$ cat src/rtl/alu_issue_queue_if.sv
// Dispatch, result-broadcast and issue signals of the ALU issue queue.
// The slave modport is the queue itself; the master modport is whoever feeds and drains it.
interface alu_issue_queue_if #(
    parameter int DATA_WIDTH = 32,
    parameter int TAG_WIDTH  = 4,
    parameter int DEPTH      = 4
);
    localparam int CW = $clog2(DEPTH) + 1;

    logic                  disp_valid;
    logic                  disp_ready;
    logic [3:0]            disp_alucontrol;
    logic [TAG_WIDTH-1:0]  disp_tag;
    logic                  disp_a_rdy;
    logic [DATA_WIDTH-1:0] disp_a_data;
    logic [TAG_WIDTH-1:0]  disp_a_tag;
    logic                  disp_b_rdy;
    logic [DATA_WIDTH-1:0] disp_b_data;
    logic [TAG_WIDTH-1:0]  disp_b_tag;

    logic                  cdb_valid;
    logic [TAG_WIDTH-1:0]  cdb_tag;
    logic [DATA_WIDTH-1:0] cdb_data;

    logic                  issue_valid;
    logic                  issue_ready;
    logic [DATA_WIDTH-1:0] issue_a;
    logic [DATA_WIDTH-1:0] issue_b;
    logic [3:0]            issue_alucontrol;
    logic [TAG_WIDTH-1:0]  issue_tag;
    logic [CW-1:0]         count;

    modport master (
        output disp_valid, disp_alucontrol, disp_tag,
        output disp_a_rdy, disp_a_data, disp_a_tag,
        output disp_b_rdy, disp_b_data, disp_b_tag,
        output cdb_valid, cdb_tag, cdb_data, issue_ready,
        input  disp_ready, issue_valid, issue_a, issue_b, issue_alucontrol, issue_tag, count
    );

    modport slave (
        input  disp_valid, disp_alucontrol, disp_tag,
        input  disp_a_rdy, disp_a_data, disp_a_tag,
        input  disp_b_rdy, disp_b_data, disp_b_tag,
        input  cdb_valid, cdb_tag, cdb_data, issue_ready,
        output disp_ready, issue_valid, issue_a, issue_b, issue_alucontrol, issue_tag, count
    );
endinterface

$ cat src/rtl/alu_issue_queue.sv
// Collapsing in-order-priority issue queue for a single ALU: operands wake up from the CDB,
// the oldest fully-ready entry is moved into a registered issue stage each cycle.
module alu_issue_queue #(
    parameter int DATA_WIDTH = 32,
    parameter int TAG_WIDTH  = 4,
    parameter int DEPTH      = 4
) (
    input  logic            clk,
    input  logic            rst,
    alu_issue_queue_if.slave io
);
    localparam int CW = $clog2(DEPTH) + 1;
    localparam int IW = (DEPTH > 1) ? $clog2(DEPTH) : 1;

    typedef struct packed {
        logic [3:0]            alu;
        logic [TAG_WIDTH-1:0]  tag;
        logic                  a_rdy;
        logic [DATA_WIDTH-1:0] a_data;
        logic [TAG_WIDTH-1:0]  a_tag;
        logic                  b_rdy;
        logic [DATA_WIDTH-1:0] b_data;
        logic [TAG_WIDTH-1:0]  b_tag;
    } entry_t;

    // Shared by stored-entry wakeup and dispatch bypass: a ready operand never looks at the CDB.
    function automatic entry_t wake(input entry_t e, input logic cv,
                                    input logic [TAG_WIDTH-1:0] ct, input logic [DATA_WIDTH-1:0] cd);
        entry_t r;
        r = e;
        if (cv && !e.a_rdy && (e.a_tag == ct)) begin
            r.a_rdy  = 1'b1;
            r.a_data = cd;
        end
        if (cv && !e.b_rdy && (e.b_tag == ct)) begin
            r.b_rdy  = 1'b1;
            r.b_data = cd;
        end
        return r;
    endfunction

    entry_t                entry_q [DEPTH];
    entry_t                entry_d [DEPTH];
    entry_t                woke    [DEPTH+1];
    entry_t                disp_raw;
    entry_t                disp_entry;
    logic [DEPTH-1:0]      elig;
    logic [CW-1:0]         count_q, count_d, count_after;
    logic                  issue_valid_q, issue_valid_d;
    logic [DATA_WIDTH-1:0] issue_a_q, issue_a_d, issue_b_q, issue_b_d;
    logic [3:0]            issue_alu_q, issue_alu_d;
    logic [TAG_WIDTH-1:0]  issue_tag_q, issue_tag_d;
    logic                  disp_ready;
    logic                  can_select, any_elig, do_issue, do_disp;
    logic [IW-1:0]         sel_idx;

    assign disp_ready = (count_q < CW'(DEPTH));

    assign disp_raw = '{alu: io.disp_alucontrol, tag: io.disp_tag,
                        a_rdy: io.disp_a_rdy, a_data: io.disp_a_data, a_tag: io.disp_a_tag,
                        b_rdy: io.disp_b_rdy, b_data: io.disp_b_data, b_tag: io.disp_b_tag};
    assign disp_entry = wake(disp_raw, io.cdb_valid, io.cdb_tag, io.cdb_data);

    // Eligibility uses the registered operand state; a CDB hit this cycle only counts next cycle.
    genvar gi;
    generate
        for (gi = 0; gi < DEPTH; gi++) begin : g_entry
            assign woke[gi] = wake(entry_q[gi], io.cdb_valid, io.cdb_tag, io.cdb_data);
            assign elig[gi] = (CW'(gi) < count_q) && entry_q[gi].a_rdy && entry_q[gi].b_rdy;
        end
    endgenerate
    assign woke[DEPTH] = '0;

    always_comb begin
        can_select    = !issue_valid_q || io.issue_ready;
        any_elig      = 1'b0;
        sel_idx       = '0;
        for (int i = DEPTH - 1; i >= 0; i--) begin
            if (elig[i]) begin
                any_elig = 1'b1;
                sel_idx  = IW'(i);
            end
        end
        do_issue      = can_select && any_elig;
        do_disp       = io.disp_valid && disp_ready;
        count_after   = count_q - CW'(do_issue);
        count_d       = count_after + CW'(do_disp);

        // Collapse over the selected slot, then append the dispatch at the first free slot.
        for (int i = 0; i < DEPTH; i++) begin
            entry_d[i] = '0;
            if (CW'(i) < count_after)
                entry_d[i] = (do_issue && (i >= int'(sel_idx))) ? woke[i+1] : woke[i];
            if (do_disp && (CW'(i) == count_after))
                entry_d[i] = disp_entry;
        end

        issue_valid_d = issue_valid_q;
        issue_a_d     = issue_a_q;
        issue_b_d     = issue_b_q;
        issue_alu_d   = issue_alu_q;
        issue_tag_d   = issue_tag_q;
        if (do_issue) begin
            issue_valid_d = 1'b1;
            issue_a_d     = entry_q[sel_idx].a_data;
            issue_b_d     = entry_q[sel_idx].b_data;
            issue_alu_d   = entry_q[sel_idx].alu;
            issue_tag_d   = entry_q[sel_idx].tag;
        end else if (can_select) begin
            issue_valid_d = 1'b0;
        end
    end

    always_ff @(posedge clk) begin
        if (rst) begin
            for (int i = 0; i < DEPTH; i++) entry_q[i] <= '0;
            count_q       <= '0;
            issue_valid_q <= 1'b0;
            issue_a_q     <= '0;
            issue_b_q     <= '0;
            issue_alu_q   <= '0;
            issue_tag_q   <= '0;
        end else begin
            for (int i = 0; i < DEPTH; i++) entry_q[i] <= entry_d[i];
            count_q       <= count_d;
            issue_valid_q <= issue_valid_d;
            issue_a_q     <= issue_a_d;
            issue_b_q     <= issue_b_d;
            issue_alu_q   <= issue_alu_d;
            issue_tag_q   <= issue_tag_d;
        end
    end

    assign io.disp_ready       = disp_ready;
    assign io.count            = count_q;
    assign io.issue_valid      = issue_valid_q;
    assign io.issue_a          = issue_a_q;
    assign io.issue_b          = issue_b_q;
    assign io.issue_alucontrol = issue_alu_q;
    assign io.issue_tag        = issue_tag_q;
endmodule

$ cat src/flat_wrapper.sv
// flat-port wrapper written by rule: the top's interface ports become plain ports
module alu_issue_queue_flat 
#(
    parameter int DATA_WIDTH = 32,
    parameter int TAG_WIDTH  = 4,
    parameter int DEPTH      = 4
)
  (clk, rst, io_disp_valid, io_disp_alucontrol, io_disp_tag, io_disp_a_rdy, io_disp_a_data, io_disp_a_tag, io_disp_b_rdy, io_disp_b_data, io_disp_b_tag, io_cdb_valid, io_cdb_tag, io_cdb_data, io_issue_ready, io_disp_ready, io_issue_valid, io_issue_a, io_issue_b, io_issue_alucontrol, io_issue_tag, io_count);
  alu_issue_queue_if #(.DATA_WIDTH(DATA_WIDTH), .TAG_WIDTH(TAG_WIDTH), .DEPTH(DEPTH)) io_i ();
  input  logic clk;
  input  logic rst;
  input wire logic [$bits(io_i.disp_valid)-1:0] io_disp_valid;
  input wire logic [$bits(io_i.disp_alucontrol)-1:0] io_disp_alucontrol;
  input wire logic [$bits(io_i.disp_tag)-1:0] io_disp_tag;
  input wire logic [$bits(io_i.disp_a_rdy)-1:0] io_disp_a_rdy;
  input wire logic [$bits(io_i.disp_a_data)-1:0] io_disp_a_data;
  input wire logic [$bits(io_i.disp_a_tag)-1:0] io_disp_a_tag;
  input wire logic [$bits(io_i.disp_b_rdy)-1:0] io_disp_b_rdy;
  input wire logic [$bits(io_i.disp_b_data)-1:0] io_disp_b_data;
  input wire logic [$bits(io_i.disp_b_tag)-1:0] io_disp_b_tag;
  input wire logic [$bits(io_i.cdb_valid)-1:0] io_cdb_valid;
  input wire logic [$bits(io_i.cdb_tag)-1:0] io_cdb_tag;
  input wire logic [$bits(io_i.cdb_data)-1:0] io_cdb_data;
  input wire logic [$bits(io_i.issue_ready)-1:0] io_issue_ready;
  output wire logic [$bits(io_i.disp_ready)-1:0] io_disp_ready;
  output wire logic [$bits(io_i.issue_valid)-1:0] io_issue_valid;
  output wire logic [$bits(io_i.issue_a)-1:0] io_issue_a;
  output wire logic [$bits(io_i.issue_b)-1:0] io_issue_b;
  output wire logic [$bits(io_i.issue_alucontrol)-1:0] io_issue_alucontrol;
  output wire logic [$bits(io_i.issue_tag)-1:0] io_issue_tag;
  output wire logic [$bits(io_i.count)-1:0] io_count;
  assign io_i.disp_valid = io_disp_valid;
  assign io_i.disp_alucontrol = io_disp_alucontrol;
  assign io_i.disp_tag = io_disp_tag;
  assign io_i.disp_a_rdy = io_disp_a_rdy;
  assign io_i.disp_a_data = io_disp_a_data;
  assign io_i.disp_a_tag = io_disp_a_tag;
  assign io_i.disp_b_rdy = io_disp_b_rdy;
  assign io_i.disp_b_data = io_disp_b_data;
  assign io_i.disp_b_tag = io_disp_b_tag;
  assign io_i.cdb_valid = io_cdb_valid;
  assign io_i.cdb_tag = io_cdb_tag;
  assign io_i.cdb_data = io_cdb_data;
  assign io_i.issue_ready = io_issue_ready;
  assign io_disp_ready = io_i.disp_ready;
  assign io_issue_valid = io_i.issue_valid;
  assign io_issue_a = io_i.issue_a;
  assign io_issue_b = io_i.issue_b;
  assign io_issue_alucontrol = io_i.issue_alucontrol;
  assign io_issue_tag = io_i.issue_tag;
  assign io_count = io_i.count;
  alu_issue_queue #(.DATA_WIDTH(DATA_WIDTH), .TAG_WIDTH(TAG_WIDTH), .DEPTH(DEPTH)) u_core (.clk(clk), .rst(rst), .io(io_i));
endmodule
$ cat config.mk
export PLATFORM = sky130hd
export DESIGN_NAME = alu_issue_queue_flat
export DESIGN_NICKNAME = d
export VERILOG_FILES = /design/src/rtl/alu_issue_queue_if.sv /design/src/rtl/alu_issue_queue.sv /design/src/flat_wrapper.sv
export SDC_FILE = /design/constraint.sdc
export NUM_CORES = 1
export LEC_CHECK = 0
export ABC_AREA = 1
export CORE_MARGIN = 2
export CORE_UTILIZATION = 30
export DETAILED_ROUTE_END_ITERATION = 6
export SYNTH_ARGS = -nofsm -noshare
export SYNTH_HDL_FRONTEND = slang
export SYNTH_SLANG_ARGS = --single-unit
$ cat constraint.sdc
create_clock -name clk -period 3.8 [get_ports clk]
set_input_delay 0.76 -clock clk [delete_from_list [all_inputs] [get_ports clk]]
set_output_delay 0.76 -clock clk [all_outputs]
set_load 0.1 [all_outputs]
Yosys cells after proc, flatten, opt, wreduce, memory -nomap -nowiden
Memory sizes are Yosys's and may differ from the RTL's. A register that Yosys moved wholly into a read port is not among the register bits. Cells that the tools add are included.

Register bits after elaboration: 4. Bits in writable memories: 328. Input bits: 123. Output and inout port bits: 77. Word-level logic and storage cells: 124. Memories kept: 1.

Add/sub/neg operators: 2. $lt $le $gt $ge: 12. Equality and inequality tests: 13. Mux-type cells: 39. Bitwise operators: 4. Reduce and logical (&&, ||, !) cells: 51.

Memories: u_core.entry_q (depth 4, bits a word 82, read ports 5, clocked after Yosys merged registers in 1, write ports 4, RTL line alu_issue_queue.sv:42) `entry_t entry_q [DEPTH];`.

Operators with widths (number): two-way mux 82 bit (16); two-way mux 33 bit (10); equality test 4 bit (10); logical AND 1 bit (37); less-than comparator 1 x 3 -> 1 bit (first input constant) (4); less-than comparator 2 x 3 -> 1 bit (first input constant) (4); zero test 1 bit (11); two-way mux 1 bit (9); two-way mux 2 bit (4); equality test 2 x 3 -> 1 bit (first input constant) (2); greater-or-equal comparator 1 x 2 -> 1 bit (first input constant) (2); bitwise OR 1 bit (4); adder 3 x 1 -> 3 bit (1); equality test 1 x 3 -> 1 bit (first input constant) (1); zero test 3 bit (1); less-than comparator 3 bit (second input constant) (1); subtractor 3 x 1 -> 3 bit (1); greater-or-equal comparator 2 bit (first input constant) (1); nonzero test 2 bit (1); logical OR 1 bit (1).

Longest topological paths before layout
Word-level depth: 13. Mapped depth: 28. Mapped depth without buffers: 23.

Worst setup path after synthesis
OpenSTA, ideal clock, no wires.

Path type: register -> register. Start point: reg u_core.count_q[2] (netlist: u_core.io.count[2]). End point: mem u_core.entry_q[0][56] (netlist bit). Library setup time: 0.117 ns. Data arrival time: 4.219 ns. Required time: 3.683 ns. Setup slack: -0.536 ns. Stages on the path, launching flop included: 29. Path buffers: 5. Clock period less this slack: 4.336 ns. Cells stage by stage: dfxtp_1 -> inv_2 -> nand2_1 -> nand2_1 -> nand2_1 -> nand2_1 -> nand2_1 -> nand2_1 -> inv_2 -> buf_2 -> buf_2 -> buf_2 -> ha_1 -> ha_1 -> inv_1 -> nand2_1 -> nand2_1 -> inv_2 -> nand2_2 -> nor2_4 -> inv_2 -> nand2_2 -> inv_2 -> nand2_1 -> buf_4 -> buf_2 -> nand2_1 -> a21oi_1 -> nor2_1.

RTL lines: from (decl) (RTL line alu_issue_queue.sv:48) `logic [CW-1:0] count_q, count_d, count_after;`; from (signal assigned) (RTL line alu_issue_queue.sv:125) `count_q <= count_d;`; to (decl) (RTL line alu_issue_queue.sv:42).

Worst setup path in the final report
Start point: reg u_core.count_q[2] (netlist: u_core.io.count[2]). End point: reg u_core.issue_a_q[13] (netlist: u_core.io.issue_a[13]) (read register of u_core.entry_q).

Cells in the longest elaborated chain, start to end: 8. Elaborated cells on any way between the ends: 21. Classes of those cells: 4 x order compare; 8 x mux; 9 x reduce/logical.

Ends and longest elaborated chain: less-than comparator 2 x 3 -> 1 bit (RTL line alu_issue_queue.sv:69) `assign elig[gi] = (CW'(gi) < count_q) && entry_q[gi].a_rdy && entry_q[gi].b_rdy;`; logical AND 1 bit (2 in series) (RTL line alu_issue_queue.sv:69); two-way mux 1 bit (4 in series) (RTL line alu_issue_queue.sv:79) `if (elig[i]) begin`; logical AND 1 bit (RTL line alu_issue_queue.sv:84) `do_issue = can_select && any_elig;`; to (decl) (RTL line alu_issue_queue.sv:50) `logic [DATA_WIDTH-1:0] issue_a_q, issue_a_d, issue_b_q, issue_b_d;`.

Several ways; a longest one is shown, not always the timed one. A chain may end at the register's enable or synchronous reset.

==> impl_metrics.json <==
{
  "cpLargestDelayFamily": "buffers and inverters",
  "grt_antenna_before_repair": 4,
  "setup_viol": 0,
  "synth_top_area_frac": 0.326,
  "rsz0062_at_grt": "false",
  "powerDensity_nw_per_um2": 447,
  "avgSynthCellArea_um2": 6.07,
  "slew_viol_final": 0,
  "cts_tree": "yes",
  "fillers": 9008,
  "yosysUniqueCellTypes": 31,
  "cp_max_fo": 85,
  "drtPass1Iterations": 7,
  "fin_crit_sh": 0.957,
  "place_hpwl_um": 69500,
  "top_layer": "met5",
  "route.met3.wl_um": 13300,
  "synthMuxAreaShare": 0,
  "synth_top_family_by_area": "simple AND/OR/NAND/NOR gates",
  "synth_seq_cells": 404,
  "h-tree-depth": 2,
  "antenna_cells": 0,
  "skew_ns": 0.0268,
  "cts-resized-gates": 0,
  "synth_area_um2": 24800,
  "violations": "design-rule violations",
  "die_h_um": 292,
  "grt_pass1_wl_um": 170000,
  "num_vias": 29300,
  "vias_per_cell": 5.62,
  "coreArea_um2": 82000,
  "initial_utilization": 0.303,
  "cts-root-buf": "clkbuf_16",
  "ctsLongestPathBuffers": 3,
  "slew-limit-headroom": 0.256,
  "reg2regPathDepth": 12,
  "required_ns": 4.29,
  "regArea_um2": 8090,
  "hold_path_class": "reg2reg",
  "path_cells": "inv_2 > nand2_1 > nand2_1 > nand2_1 > nand2_1 > nand2_1 > nand2_1 > inv_4 > buf_4 > buf_4 > o21ai_0 > a31oi_1",
  "num_rows": 105,
  "startpoint_type": "register",
  "wl_met2_um": 49100,
  "drive_gt1_frac": 0.0542,
  "cpPeakStageDelay_ns": 0.85,
  "grt_usage": 0.258,
  "cts_setup_buffers": 0,
  "worstPathArrival_ns": 4.13,
  "synth_compound_area_frac": 0.163,
  "path_buf_inv": 4,
  "numCtsBuffers": 47,
  "fin_setup_tns_ns": 0,
  "area_delta_synth_final_pct": 19.0,
  "ir_drop_v": 0.000286,
  "synth-simple-area-share": 0.385,
  "fmax_mhz": 275,
  "met1_length_um": 47000,
  "synthCells": 4095,
  "ios": 200,
  "grt_overflow": 0,
  "cp.depth": 12,
  "min_period_ns": 3.64,
  "port_buffers": 199,
  "fin_ws_ns": 0.162,
  "holdPathStages": 2,
  "synthAdderAreaFrac": 0.00151,
  "multi_input_area_um2": 13800,
  "wl_per_cell_um": 21.9,
  "path_class": "reg2reg",
  "synth-xor-area-share": 0.000705,
  "grt_max_degree": 150,
  "cts_sinks": 404,
  "yosys_warnings": 0,
  "clk_pin_slew_ns": 0.06,
  "timing.reg2reg.setup_slack_ns": 0.16,
  "nets": 4242,
  "syn-num-nets": 4221,
  "cts.hold.buffers_added": 0,
  "synth_top_area_cell": "dfxtp_1",
  "outcome": "finished with violations",
  "synth.area.top_cells": "dfxtp_1 33%, nand2_1 17%, nand3_1 15%",
  "worst_setup_path_end_kind": "register",
  "grt_pass1_vias": 26900,
  "preCtsSetupSlack_ns": -0.0164,
  "ant_nets": 0,
  "first_iter_violations": 3339,
  "critPathSlowestCell": "buf_4",
  "worstMarginPinSlew_ns": 1.11,
  "drc_errors": 2,
  "hold_viol": 0,
  "die-area_um2": 85100,
  "routed_wl_um": 114000,
  "p_leak_uw": 0.0131,
  "cpMostUsedCell": "nand2_1",
  "clkLatencyLatePin_ns": 0.61,
  "drv_cap": 0,
  "gp_congestion": 0.866,
  "die_w_um": 292,
  "ys_seq_area_frac": 0.326
}
logic make-up after synthesis:
logic type	Yosys count
buffers and inverters	788
xor gates and xnor gates	2
DFF	404
AOI/OAI and AO/OA	741
and+or+nand+nor	2157
adders and majority gates	3
layout make-up:
cell class              instances  share of cell area
well taps                    1070              0.0453
clock inverters                14             0.00339
inverters                     469              0.0598
flip-flops and latches        404               0.274
repair buffers                291               0.104
multi-input cells            2903               0.466
clock buffers                  68              0.0476
where the power goes:
group | internal, uW | leakage (uW) | total, uW | switching, uW
registers | 4640 | 0.00328 | 4880 | 236
clock network | 2630 | 0.000759 | 4590 | 1970
logic | 1070 | 0.00903 | 3740 | 2670
layout by cell type, fill, tap and decap left out, types with 35 or more instances in the layout:
master / n
buf_4: 64
dfxtp_1: 402
nand2_1: 1104
o21ai_0: 222
inv_1: 452
clkbuf_16: 49
o211ai_1: 64
a31oi_1: 88
nand4_1: 163
o21ai_1: 35
nor2_1: 103
a21oi_1: 294
clkdlybuf4s50_1: 195
nand3_1: 720
stage by stage:
stage | instance area, um^2 | hold slack, ns | power [uW] | instances | util
after floorplan | 24800 | 0.441 | 7160 | 4095 | -
after global placement | 28100 | 0.449 | 8550 | 5137 | 0.342
after detailed placement | 28100 | 0.453 | 8570 | 5137 | 0.342
after CTS | 29600 | 0.463 | 13100 | 5219 | 0.361
after global routing | 29600 | 0.475 | 13700 | 5219 | 0.361
final | 29600 | 0.461 | 13200 | 5219 | 0.361
path summary, 6_finish.rpt:
path,start,to
hold reg to reg,u_core.entry_q[3][76]$_SDFFE_PP0P_,u_core.entry_q[3][76]$_SDFFE_PP0P_
hold / removal,u_core.entry_q[3][76]$_SDFFE_PP0P_,u_core.entry_q[3][76]$_SDFFE_PP0P_
setup reg to reg,u_core.io.count[2]$_SDFF_PP0_,u_core.io.issue_a[13]$_SDFFE_PP0P_
setup / recovery,u_core.io.count[2]$_SDFF_PP0_,u_core.io.issue_a[13]$_SDFFE_PP0P_
cell usage after synthesis, drive strengths merged:
| library cell | count |
|---|---|
| buf | 113 |
| o21ai | 257 |
| dfxtp | 404 |
| nand2 | 1111 |
| a31oi | 88 |
| nor2 | 123 |
| xor2 | 2 |
| nand3 | 722 |
| nor4 | 1 |
| nor3b | 1 |
| a22oi | 16 |
| ha | 3 |
| inv | 468 |
| nand4 | 163 |
| nor3 | 4 |
| a21oi | 297 |
| o22ai | 18 |
| clkinv | 1 |
| o211ai | 64 |
| a21boi | 1 |
| and2 | 32 |
| clkbuf | 206 |
registers in the layout, indices dropped and copies added (netlist names):
signal,cells
u_core.entry_q,328
u_core.io.issue_valid,1
u_core.io.issue_a,32
u_core.io.issue_b,32
u_core.io.count,3
u_core.io.issue_alucontrol,4
u_core.io.issue_tag,4
worst min-delay path: stages (launching register included):
cell and delay [ns]:
dfxtp_1 0.31, nand2_1 0.06, a21oi_1 0.05
per-layer routing:
metal / up-vias / GRT usage
met2: 1752 / 0.397
met5: - / 0
met3: 313 / 0.0668
met1: 13600 / 0.338
met4: 6 / 0.115
li1: 13700 / -
Power figures use the tool's default switching activity.
